<file path="src/rtl/audio_fft_pkg.sv">
// Shared definitions for the audio FFT path.
//   FRAME_LEN   : samples per FFT frame (one RAM bank)
//   SAMPLE_W    : width of one channel sample inside a RAM word
//   rfr_state_t : state encoding of ram_frame_reader
package audio_fft_pkg;

  localparam int FRAME_LEN = 512;
  localparam int SAMPLE_W  = 16;

  typedef enum logic [1:0] {
    IDLE,
    LOAD,
    STREAM
  } rfr_state_t;

endpackage

</file>
<file path="src/rtl/ram_frame_reader.sv">
// Reads one full frame from the sample RAM bank the writer just filled and
// streams it to the FFT as a valid/ready/last word stream. It queues one
// pending frame so ping-pong banks run with a single bubble between frames.
//
// Ports:
//   clk, rst                 clock, synchronous active-high reset
//   frame_rdy, frame_bank    pulse: bank frame_bank has been filled
//   rd_addr, rd_data         RAM read port (async read, same-cycle data)
//   m_tdata/m_tvalid/m_tready/m_tlast   output stream
//   frame_done, done_bank    pulse after the last beat; bank handed back
//   overrun                  pulse: a frame_rdy was dropped (queue full)
//   overrun_cnt              saturating drop count (RFR_OVERRUN_CNT_EN only)
//
// Optional feature macro: RFR_OVERRUN_CNT_EN
//
// state  | meaning
// -------+-----------------------------------------------------------
// IDLE   | no frame in progress, waiting for frame_rdy
// LOAD   | rd_addr = {cur_bank, 0}; word 0 is registered into m_tdata
// STREAM | presenting words; next word is fetched on every beat
module ram_frame_reader
  import audio_fft_pkg::*;
#(
  parameter int ADDR_WIDTH = 10,
  parameter int DATA_WIDTH = 32,
  parameter int FRAME_LOG2 = ADDR_WIDTH - 1
) (
  input  logic                  clk,
  input  logic                  rst,
  input  logic                  frame_rdy,
  input  logic                  frame_bank,
  output logic [ADDR_WIDTH-1:0] rd_addr,
  input  logic [DATA_WIDTH-1:0] rd_data,
  output logic [DATA_WIDTH-1:0] m_tdata,
  output logic                  m_tvalid,
  input  logic                  m_tready,
  output logic                  m_tlast,
  output logic                  frame_done,
  output logic                  done_bank,
  output logic                  overrun
`ifdef RFR_OVERRUN_CNT_EN
  ,
  output logic [15:0]           overrun_cnt
`endif
);

  localparam logic [FRAME_LOG2-1:0] IDX_LAST = {FRAME_LOG2{1'b1}};

  rfr_state_t            state, state_nxt;
  logic [FRAME_LOG2-1:0] idx;
  logic                  cur_bank;
  logic                  pend_vld, pend_bank;

  logic                  beat, last_beat;
  logic                  start, start_bank;
  logic                  pend_vld_nxt, pend_bank_nxt;
  logic                  drop;

  assign rd_addr = {cur_bank, idx};

  always_ff @(posedge clk) begin
    if (rst) state <= IDLE;
    else     state <= state_nxt;
  end

  always_comb begin
    beat          = m_tvalid & m_tready;
    last_beat     = (state == STREAM) & beat & m_tlast;
    state_nxt     = state;
    start         = 1'b0;
    start_bank    = cur_bank;
    pend_vld_nxt  = pend_vld;
    pend_bank_nxt = pend_bank;
    drop          = 1'b0;

    case (state)
      IDLE: begin
        if (pend_vld) begin
          // a held entry goes first; a simultaneous frame_rdy refills the slot
          start         = 1'b1;
          start_bank    = pend_bank;
          pend_vld_nxt  = frame_rdy;
          pend_bank_nxt = frame_bank;
        end else if (frame_rdy) begin
          start      = 1'b1;
          start_bank = frame_bank;
        end
      end
      LOAD, STREAM: begin
        if (last_beat) begin
          if (pend_vld) begin
            // the slot was full when frame_rdy arrived, so it is dropped
            start        = 1'b1;
            start_bank   = pend_bank;
            pend_vld_nxt = 1'b0;
            drop         = frame_rdy;
          end else if (frame_rdy) begin
            // new bank passes straight through the empty slot
            start      = 1'b1;
            start_bank = frame_bank;
          end else begin
            state_nxt = IDLE;
          end
        end else begin
          if (state == LOAD) state_nxt = STREAM;
          if (frame_rdy) begin
            if (pend_vld) begin
              drop = 1'b1;
            end else begin
              pend_vld_nxt  = 1'b1;
              pend_bank_nxt = frame_bank;
            end
          end
        end
      end
      default: state_nxt = IDLE;
    endcase

    if (start) state_nxt = LOAD;
  end

  always_ff @(posedge clk) begin
    if (rst) begin
      idx        <= '0;
      cur_bank   <= 1'b0;
      pend_vld   <= 1'b0;
      pend_bank  <= 1'b0;
      m_tdata    <= '0;
      m_tvalid   <= 1'b0;
      m_tlast    <= 1'b0;
      frame_done <= 1'b0;
      done_bank  <= 1'b0;
      overrun    <= 1'b0;
    end else begin
      frame_done <= 1'b0;
      overrun    <= drop;
      pend_vld   <= pend_vld_nxt;
      pend_bank  <= pend_bank_nxt;

      case (state)
        LOAD: begin
          m_tdata  <= rd_data;
          m_tvalid <= 1'b1;
          m_tlast  <= 1'b0;
          idx      <= FRAME_LOG2'(1);
        end
        STREAM: begin
          if (beat) begin
            if (m_tlast) begin
              m_tvalid   <= 1'b0;
              m_tlast    <= 1'b0;
              frame_done <= 1'b1;
              done_bank  <= cur_bank;
            end else begin
              m_tdata <= rd_data;
              m_tlast <= (idx == IDX_LAST);
              // idx parks on the last word; only a LOAD reload wraps it
              if (idx != IDX_LAST) idx <= idx + 1'b1;
            end
          end
        end
        default: ;
      endcase

      if (start) begin
        cur_bank <= start_bank;
        idx      <= '0;
      end
    end
  end

`ifdef RFR_OVERRUN_CNT_EN
  always_ff @(posedge clk) begin
    if (rst)                               overrun_cnt <= '0;
    else if (drop && overrun_cnt != 16'hFFFF) overrun_cnt <= overrun_cnt + 16'd1;
  end
`endif

endmodule

</file>
<file path="config.mk">
export PLATFORM = sky130hd
export DESIGN_NAME = ram_frame_reader
export DESIGN_NICKNAME = d
export VERILOG_FILES = /design/src/rtl/audio_fft_pkg.sv /design/src/rtl/ram_frame_reader.sv
export SDC_FILE = /design/constraint.sdc
export NUM_CORES = 1
export LEC_CHECK = 0
export BUFFER_PORTS_ARGS = -buffer_cell sky130_fd_sc_hd__buf_2
export CAP_MARGIN = 25
export CORE_ASPECT_RATIO = 1.75
export CORE_MARGIN = 2
export CORE_UTILIZATION = 48
export CTS_BUF_LIST = sky130_fd_sc_hd__clkbuf_16
export CTS_CLUSTER_SIZE = 12
export DETAILED_ROUTE_END_ITERATION = 10
export GPL_ROUTABILITY_DRIVEN = 0
export PLACE_DENSITY = 0.85
export SYNTH_ARGS = -nofsm -noshare
export SYNTH_HDL_FRONTEND = slang
export SYNTH_SLANG_ARGS = --single-unit
export TNS_END_PERCENT = 10
</file>
<file path="constraint.sdc">
create_clock -name clk -period 2.25 [get_ports clk]
set_input_delay 0 -clock clk [delete_from_list [all_inputs] [get_ports clk]]
set_output_delay 0 -clock clk [all_outputs]
set_load 0.03 [all_outputs]
</file>
==> results by group, run 1 <==
Outcome
  – Outcome: completed

Logic synthesis
  – Synth Register Bits: 51
  – Mapped cell area: 0.00213 sq mm
  – Seq/Total Area, Yosys: 0.480
  – Number of enable flip-flop cells after synthesis: 0
  – Cell count after synthesis: 261
  – Synth warn: 0
  – Primary FF master, synth: dfxtp_1
  – Mapped Nets: between 300 and 400
  – Mean Syn Cell Area: 8.14 sq um
  – Synth unique cells: 42
  – Post-synthesis async set-or-reset flop share: 0

Layout
  – Layout area overhead: 43.3%
  – Share of layout cells above drive strength 1: 0.273
  – Biggest registers after layout: m_tdata (32), idx (9), state (2)
  – Fillers: 351
  – Area of the multi-input gates: between 0.001 and 0.0015 sq mm
  – Reg area: 0.00102 sq mm
  – Max FFs per register: 32
  – Post-Layout Cell Count: roughly 430
  – Most flops, register: m_tdata
  – Final #Nets: about 420

Drt
  – Initial DRC count: 58
  – Via count: roughly 2200
  – Routed length per instance: 13.6 microns
  – Drt first pass iters: 4
  – Routed vias/inst: around 5.3
  – # DRC: 0
  – Routed WL: 5810 microns
  – Routed Antenna Nets: 0

Clock tree
  – Sink Count: 51
  – Root buf cell: clkbuf_16
  – CTS clk-pin slew, worst paths: around 0.06 ns
  – TritonCTS Buffers: 5
  – Clock buffer depth: 2
  – CTS tree: built
  – Clock Latency Late Sink: approximately 0.28 ns
  – CTS H-Tree Depth: 2

Worst setup path
  – Crit end category: register
  – Crit path DAT: 2.13 ns
  – CP Max Fanout: 10
  – Start of the worst register-to-register path: idx[0]$_SDFFE_PP0P_
  – Crit path from: idx[0]$_SDFFE_PP0P_
  – CP Class: reg -> reg
  – Crit path launch type: register
  – Req. time, crit path: 2.46 ns

STA
  – TNS Setup: 0 ns
  – Skew final: roughly 0.0035 ns
  – PnR worst setup slack: 0.330 ns
  – Worst-Margin Slew: 0.436 ns
  – Relative slew slack: 0.709
  – Max-slew violation count: 0
  – Maximum clock rate: 521 MHz
  – Crit path time final: 1.92 ns
  – Final setup violation count: 0
  – RSZ-0062 raised after global routing: false
  – Hold Violations, Final: 0
  – Period utilization: 0.853

Global routing
  – Vias in the first global route: 2132
  – Initial antenna violation count: 0
  – Largest net degree at the start of global routing: 33
  – Remaining global-route overflow: 0
  – GRT Total Usage: 0.239
  – First-pass GRT wire length: 9020 microns

Power and ir drop
  – Total power draw: ~2.6 mW
  – Leakage: 1.34 nW
  – Worst vdd ir: 0.742 mV
  – Power Dens Cells: 845 mW/mm^2

Place
  – Placed insts: 383
  – Placement Setup Slack: between 0.3 and 0.4 ns
  – Final HPWL DP: between 3000 and 4000 microns
  – Port Buf Inserts: 83

Floorplan
  – Die height: 92.0 microns
  – Core Footprint: 0.00432 sq mm
  – IO Count: 84
  – Die X: 54.3 microns
  – Starting Density: 0.492
  – Die area: 0.00500 sq mm
  – Row count: 32

Min path
  – Hold Path Class: in -> reg
  – Worst hold start: rst

Run
  – Max-cap violations: 0
-- power by group --
group          internal [mW]  switching (mW)  leakage (nW)  total [mW]
Combinational          0.264           0.520         0.849       0.784
Clock                  0.406           0.316        0.0734       0.722
Sequential              1.01          0.0613         0.416        1.07
-- logic make-up (layout without fill, tap and decap cells) --
kind of cell             Yosys count  count (layout)  synth area share
buffers and inverters             23             136            0.0465
other                              0               1                 0
AO/OA/AOI/OAI                     67              67             0.182
XOR/XNOR                           2               2           0.00824
flip-flops                        51              51             0.480
AND/OR/NAND/NOR                  110             110             0.238
adder cells (fa/ha/maj)            6               6            0.0353
multiplexers                       2               2           0.00942
-- synthesized netlist by cell type, types with 3 or more instances --
library cell | number | area, sq um
nand4b_1 | 3 | 26.3
dfxtp_1 | 51 | 1020
buf_2 | 4 | 20.0
ha_1 | 6 | 75.1
o21ai_0 | 5 | 25.0
nand2_1 | 74 | 278
nor2_1 | 7 | 26.3
o31ai_1 | 4 | 30.0
nand3_1 | 6 | 30.0
inv_1 | 8 | 30.0
clkbuf_1 | 9 | 33.8
a21oi_1 | 44 | 220
or4_1 | 3 | 22.5
-- worst max-delay path, cell delays in order (launching register included) --
cell	delay (ns)
dfxtp_1	0.38
ha_1	0.25
nand3_1	0.09
nor2_1	0.04
ha_1	0.23
inv_1	0.10
a21oi_2	0.12
or4_1	0.49
a21oi_1	0.15
-- layout by cell type (no fill, tap or decap), types with 2 or more instances in the layout --
master          n
buf_2          83
nand2_1        74
dfxtp_1        51
a21oi_1        44
dlygate4sd3_1  34
inv_1           8
nor2_1          7
nand3_1         6
ha_1            6
o21ai_0         5
clkbuf_16       5
o31ai_1         4
nand4b_1        3
or4_1           3
clkinv_2        3
buf_4           3
or2b_1          2
a21oi_2         2
or3_1           2
nor3_1          2
mux2i_1         2
xnor2_1         2
-- timing repair --
item,4_1_cts,5_1_grt
endpoints found under the hold margin,34,0
resized for setup,0,0
buffers inserted,0,0
hold buffers,34,0
-- metrics by stage --
| stage | area [sq um] | hold WS [ns] | utilization |
|---|---|---|---|
| floorplan | 2130 | 0.118 | - |
| global placement | 2560 | 0.239 | 0.593 |
| detailed placement | 2560 | 0.246 | 0.593 |
| CTS | 3040 | 0.0856 | 0.704 |
| global route | 3040 | 0.0962 | 0.704 |
| finish | 3050 | 0.0837 | 0.704 |
-- cell type report --
cell class / instances / share of cell area
diodes: 1 / 0.000822
clock buffers: 5 / 0.0411
clock inverters: 3 / 0.00493
inverters: 8 / 0.00986
multi-input cells: 187 / 0.332
flip-flops and latches: 51 / 0.335
well taps: 51 / 0.0210
repair buffers: 120 / 0.256
-- metal layers --
metal | vias to the layer above | GRT usage | part of all wire
li1 | 1117 | - | -
met1 | 1030 | 0.246 | 0.36
met2 | 74 | 0.405 | 0.55
met3 | 26 | 0.0554 | 0.043
met4 | 0 | 0.156 | 0.046
met5 | - | 0 | 0
-- final timing paths --
| path | slack [ns] | cells after the start | end |
|---|---|---|---|
| max | 0.33 | 8 | idx[5]$_SDFFE_PP0P_ |
| min | 0.08 | 2 | frame_done$_SDFF_PP0_ |
| max reg2reg | 0.33 | 8 | idx[5]$_SDFFE_PP0P_ |
| min reg2reg | 0.45 | 2 | m_tdata[27]$_SDFFE_PP0P_ |
Note: power is estimated with default switching activity, not from simulation.
==> run 2: changes to the inputs <==
ABC_AREA = 1   (was not set)
CORE_UTILIZATION = 25   (was 48)
PLACE_DENSITY = 0.52   (was 0.85)
RECOVER_POWER = 100   (was not set)
==> run 2 against run 1 <==
Compared with the run above: synthesized cell count is 13% higher; sequential share of layout area is 1.4 points lower; sequential cell count stayed put; cell count is 23% higher; setup slack worse by 0.099 ns; clock skew is 0.0044 ns higher; via count is 6.6% higher; critical path depth stayed put; core utilization is 34 points lower; combinational power is 4.5% higher; critical endpoint is now idx[0]$_SDFFE_PP0P_.
==> results by group, run 2 <==
Outcome
  – Outcome: completed

Layout
  – Share of layout cells above drive strength 1: 0.147
  – Fin util: 0.366
  – Most frequent cells in the layout: nand2_1, dfxtp_1, nand3_1, a21oi_1, clkbuf_1
  – Layout area overhead: 42.0%
  – Most common cell after layout, fill and taps aside: nand2_1
  – Biggest registers after layout: m_tdata (32), idx (9), state (2)
  – Final Instance Area: ~0.0032 sq mm
  – ANT cells: 0
  – Max FFs per register: 32
  – Final #Nets: between 400 and 500
  – Most flops, register: m_tdata

Drt
  – Via count: 2395
  – Met3 Wirelength: ~240 microns
  – Routed vias/inst: 4.55
  – Initial DRC count: 81
  – Routed length per instance: 12.5 microns
  – Routed WL: 6580 microns
  – Met1 wire length: between 2000 and 3000 microns
  – Drt first pass iters: 4
  – # DRC: 0
  – Detailed route wirelength on metal2: around 3600 microns
  – Top layer reached by signal wires: met4
  – Routed Antenna Nets: 0

Logic synthesis
  – Most common cell in the netlist: nand2_1
  – Post-synthesis async set-or-reset flop share: 0
  – Mapped Nets: between 300 and 400
  – Mapped cell area: 0.00224 sq mm
  – Synth unique cells: 25
  – Seq/Total Area, Yosys: 0.456
  – Synth cell count leaders: nand2_1, dfxtp_1, nand3_1
  – Synth Register Bits: 51
  – Synth area leaders: dfxtp_1, nand2_1, nand3_1, a21oi_1, ha_1
  – Number of enable flip-flop cells after synthesis: 0
  – Cell count after synthesis: 295
  – Mean Syn Cell Area: approximately 7.6 sq um
  – Share of the synthesized area in the top cell type: 0.456
  – Primary FF master, synth: dfxtp_1
  – Synth warn: 0
  – Cell taking the most area after synthesis: dfxtp_1

Clock tree
  – CTS clk-pin slew, worst paths: ~0.070 ns
  – TritonCTS Buffers: 5
  – Sink Count: 51
  – Post_cts resized: 0
  – Root buf cell: clkbuf_16
  – Clock buffer depth: 2
  – CTS H-Tree Depth: 2
  – Clock Latency Late Sink: 0.29 ns
  – CTS tree: built

STA
  – Relative slew slack: 0.589
  – Crit path time final: 2.02 ns
  – Max-slew violation count: 0
  – Final hold slack: 0.0283 ns
  – Worst-Margin Slew: 0.617 ns
  – Skew final: about 0.0079 ns
  – TNS Setup: 0 ns
  – Period utilization: 0.897
  – Final setup violation count: 0
  – Hold Violations, Final: 0
  – RSZ-0062 raised after global routing: false
  – Maximum clock rate: 495 MHz

Power and ir drop
  – Total power draw: 2.77 mW
  – Leakage: 1.26 nW
  – Worst vdd ir: 0.327 mV
  – Power Dens Cells: 871 mW/mm^2

Floorplan
  – IO Count: 84
  – Die X: 75.5 microns
  – Die height: 129 microns
  – Die area: 0.00975 sq mm
  – Row count: 45
  – Core Footprint: 0.00867 sq mm
  – Starting Density: 0.258

Worst setup path
  – RR Endpoint: idx[0]$_SDFFE_PP0P_
  – Delay-heaviest family, CP: buffers and inverters
  – WP buf/inv: 2
  – Critical path depth: 8
  – CP Class: reg -> reg
  – CP Max Fanout: 14
  – R2r worst-path depth: 8
  – Crit path DAT: 2.21 ns
  – CP cell instances: inv_1 -> ha_1 -> clkbuf_1 -> nand2_1 -> nand2_1 -> nand2_2 -> nand2_2 -> a21oi_1
  – Crit path launch type: register
  – Worst path max stage delay: 0.50 ns
  – Crit end category: register
  – Req. time, crit path: between 2 and 2.5 ns
  – Start of the worst register-to-register path: state[0]$_SDFFE_PP0P_
  – Setup slack, reg-to-reg: 0.23 ns
  – Critical Path End: idx[0]$_SDFFE_PP0P_
  – Crit path from: state[0]$_SDFFE_PP0P_
  – Slowest CP cell: clkbuf_1

Place
  – Final HPWL DP: 4550 microns
  – Port Buf Inserts: 83
  – Placed cell areas: 0.00277 sq mm

Global routing
  – Remaining global-route overflow: 0
  – Initial antenna violation count: 0
  – Largest net degree at the start of global routing: 27
  – Vias in the first global route: 2278
  – First-pass GRT wire length: 10300 microns
  – GRT Total Usage: 0.139

Min path
  – Hold Path Class: in -> reg

Run
  – Max-cap violations: 0
==> run 2: cell types whose count changed after synthesis, moves of 3 or more <==
cell | before | now
o31ai_1 | 4 | 0
inv_1 | 8 | 19
nor2_1 | 7 | 11
a21oi_1 | 44 | 47
nand3_1 | 6 | 49
nand4b_1 | 3 | 0
buf_2 | 4 | 7
nand2_1 | 74 | 68
nand2_2 | 0 | 6
clkbuf_1 | 9 | 4
or4_1 | 3 | 0
==> run 2: repair_timing <==
action | 4_1_cts | 5_1_grt
hold buffers | 32 | 0
endpoints found under the setup margin | 0 | 0
endpoints found under the hold margin | 32 | 0
setup buffers | 0 | 0
==> run 2: how the worst min path moves through the flow <==
stage	startpoint	to	slack [ns]	cells after the start
after global routing	frame_bank	pend_bank$_SDFFE_PP0P_	0.06	3
after global placement	rd_data[9]	m_tdata[9]$_SDFFE_PP0P_	0.27	3
after CTS	frame_bank	pend_bank$_SDFFE_PP0P_	0.02	3
after detailed placement	rd_data[31]	m_tdata[31]$_SDFFE_PP0P_	0.28	3
final	frame_bank	pend_bank$_SDFFE_PP0P_	0.03	3
after floorplan	rd_data[0]	m_tdata[0]$_SDFFE_PP0P_	0.16	2
==> run 2: layout make-up <==
cell class / instances / area (sq um)
sequential: 51 / 1020
clock inverter: 3 / 42.5
timing repair buffer: 122 / 724
inverter: 20 / 75.1
fill: 957 / 5490
tap: 117 / 146
multi-input combinational: 208 / 1040
clock buffer: 5 / 125
==> run 2: power breakdown <==
part           internal (mW)  leakage [nW]  switching, mW  total (mW)
Combinational          0.260         0.760          0.560       0.819
Clock                  0.525        0.0818          0.345       0.871
Sequential              1.01         0.416         0.0667        1.08
Total                   1.80          1.26          0.972        2.77
==> run 2: worst reg2reg max path: cells and delay by family, from the launching register on <==
family / cells / cell delay (ns)
AOI/OAI and AO/OA: 1 / 0.06
adders and majority gates: 1 / 0.34
and+or+nand+nor: 4 / 0.54
buffers and inverters: 2 / 0.58
DFF: 1 / 0.39
==> run 2: kinds of logic (layout without fill, tap and decap cells) <==
logic type               after synthesis  after routing  share of synthesized area
AND/OR/NAND/NOR                      145            145                      0.297
AO/OA/AOI/OAI                         55             55                      0.131
flip-flops                            51             51                      0.456
buffers and inverters                 36            150                     0.0744
adder cells (fa/ha/maj)                6              6                     0.0336
XOR/XNOR                               2              2                    0.00783
==> run 2: routing by layer <==
metal	GRT usage	vias up
met3	0.0249	15
met2	0.261	65
met4	0.0733	0
met1	0.137	1111
li1	-	1204
met5	0	-
==> run 2: per-stage QoR <==
step                instances  setup WS (ns)
floorplan                 295          0.220
global placement          486          0.326
detailed placement        486          0.272
CTS                       526          0.251
global route              526        0.00733
finish                    526          0.231
==> run 3: changes to the inputs <==
clock period = 1.86 ns   (was 2.25 ns; I/O delays follow)
==> run 3 against run 2 <==
Compared with the run above: first-iteration DRC count decreased by 27%; critical path type unchanged; die area unchanged; combinational power increased by 26%.
==> results by group, run 3 (synthesis results as in run 2) <==
Outcome
  – Outcome: completed

Floorplan
  – Starting Density: 0.258
  – Die height: 129 microns
  – Die area: 0.00975 sq mm
  – Core Footprint: 0.00867 sq mm
  – Row count: 45
  – Die X: between 70 and 80 microns
  – IO Count: 84

Clock tree
  – Clock buffer depth: 2
  – CTS tree: built
  – TritonCTS Buffers: 5
  – Clock Latency Late Sink: just under 0.3 ns
  – Root buf cell: clkbuf_16
  – CTS clk-pin slew, worst paths: roughly 0.070 ns
  – Sink Count: 51
  – CTS H-Tree Depth: 2

STA
  – Hold Violations, Final: 0
  – Crit path time final: approximately 1.8 ns
  – Relative slew slack: 0.739
  – Period utilization: 0.966
  – Final hold slack: between 0.01 and 0.015 ns
  – Maximum clock rate: 556 MHz
  – RSZ-0062 raised after global routing: true
  – Max-slew violation count: 0
  – Skew final: between 0.005 and 0.006 ns
  – Worst-Margin Slew: 0.393 ns
  – Final setup violation count: 0

Place
  – Final HPWL DP: around 4800 microns
  – Port Buf Inserts: 83

Layout
  – Most flops, register: m_tdata
  – Final #Nets: about 460
  – Biggest registers after layout: m_tdata (32), idx (9), state (2)
  – Most frequent cells in the layout: nand2_1, nand3_1, dfxtp_1, a21oi_1, buf_2
  – Max FFs per register: 32
  – Fillers: 974
  – Layout area overhead: 48.2%
  – Most common cell after layout, fill and taps aside: nand2_1
  – Share of layout cells above drive strength 1: 0.214
  – ANT cells: 0

Drt
  – Routed WL: ~6600 microns
  – Routed length per instance: about 12 microns
  – Routed Antenna Nets: 0
  – Drt first pass iters: 4
  – Routed vias/inst: 4.49
  – Via count: 2392
  – Initial DRC count: 59
  – # DRC: 0

Global routing
  – Largest net degree at the start of global routing: 31
  – Initial antenna violation count: 0
  – GRT Total Usage: 0.138
  – Vias in the first global route: between 2000 and 2500
  – First-pass GRT wire length: 10300 microns
  – Remaining global-route overflow: 0

Power and ir drop
  – Total power draw: 3.36 mW
  – Worst vdd ir: roughly 0.36 mV
  – Leakage: 1.37 nW
  – Power Dens Cells: approximately 1000 mW/mm^2

Worst setup path
  – Crit path DAT: 1.98 ns
  – CP Class: reg -> reg
  – Crit path launch type: register
  – Req. time, crit path: 2.04 ns
  – CP Max Fanout: 8
  – Crit end category: register

Run
  – Max-cap violations: 0

Min path
  – Hold Path Class: in -> reg
## run 3: changes by cell type in the layout (fill, tap and decap cells not counted), moves of 2 or more
cell      change
dfxtp_4       +2
nand2_4       +2
dfxtp_1       -2
clkbuf_1      -9
buf_4         +8
ha_1          -2
buf_2         +7
nand2_1       -5
nor2_1        -2
nand2_2       +3
nor2_2        +2
## run 3: final timing paths
check	from	endpoint	slack (ns)	depth (start not counted)
worst min register to register	m_tdata[9]$_SDFFE_PP0P_	m_tdata[9]$_SDFFE_PP0P_	0.46	2
worst min-delay path	frame_bank	pend_bank$_SDFFE_PP0P_	0.01	3
worst max-delay path	idx[1]$_SDFFE_PP0P_	idx[3]$_SDFFE_PP0P_	0.06	14
worst max register to register	idx[1]$_SDFFE_PP0P_	idx[3]$_SDFFE_PP0P_	0.06	14
## run 3: layout make-up
cell class,instances,area (sq um),share of cell area
multi-input combinational,208,1100,0.331
sequential,51,1030,0.310
timing repair buffer,129,806,0.243
tap,117,146,0.0442
clock buffer,5,125,0.0377
inverter,20,75.1,0.0226
clock inverter,3,38.8,0.0117
## run 3: power by group
group	internal [mW]	switching (mW)	total, mW
registers	1.22	0.0854	1.31
clock network	0.628	0.394	1.02
logic	0.346	0.684	1.03
## run 3: repair_timing
action | CTS | global route
buffers inserted | 0 | 1
pin swaps | 0 | 5
setup endpoints to repair | 3 | 9
hold buffers | 32 | 0
resized for setup | 1 | 10
endpoints found under the hold margin | 32 | 0
## run 3: layer usage
metal  part of all wire  vias up  GRT usage
li1                   -     1218          -
met4              0.029        0     0.0640
met3              0.039       15     0.0257
met1               0.39     1102      0.146
met5                  0        -          0
met2               0.54       57      0.251
## run 3: per-stage QoR
step / setup WS, ns / setup TNS [ns] / util / instances / area (sq um)
floorplan: 0.0296 / 0 / - / 295 / 2250
global placement: 0.0372 / 0 / 0.326 / 492 / 2830
detailed placement: -0.00291 / -0.00291 / 0.326 / 492 / 2830
CTS: 0.0308 / 0 / 0.383 / 532 / 3320
global route: -0.0890 / -0.307 / 0.382 / 533 / 3320
finish: 0.0625 / 0 / 0.382 / 533 / 3320
## run 3: worst max-delay path, stage by stage, from the launching register on
cell and delay [ns]:
dfxtp_4 0.37, ha_4 0.15, nand2_4 0.06, nor3_4 0.20
nand2_1 0.08, nor2_2 0.12, ha_2 0.19, inv_2 0.04
nand2_4 0.05, nand2_4 0.06, inv_2 0.07, nor2_4 0.06
nand2_2 0.07, xor2_1 0.13, nor2_1 0.05
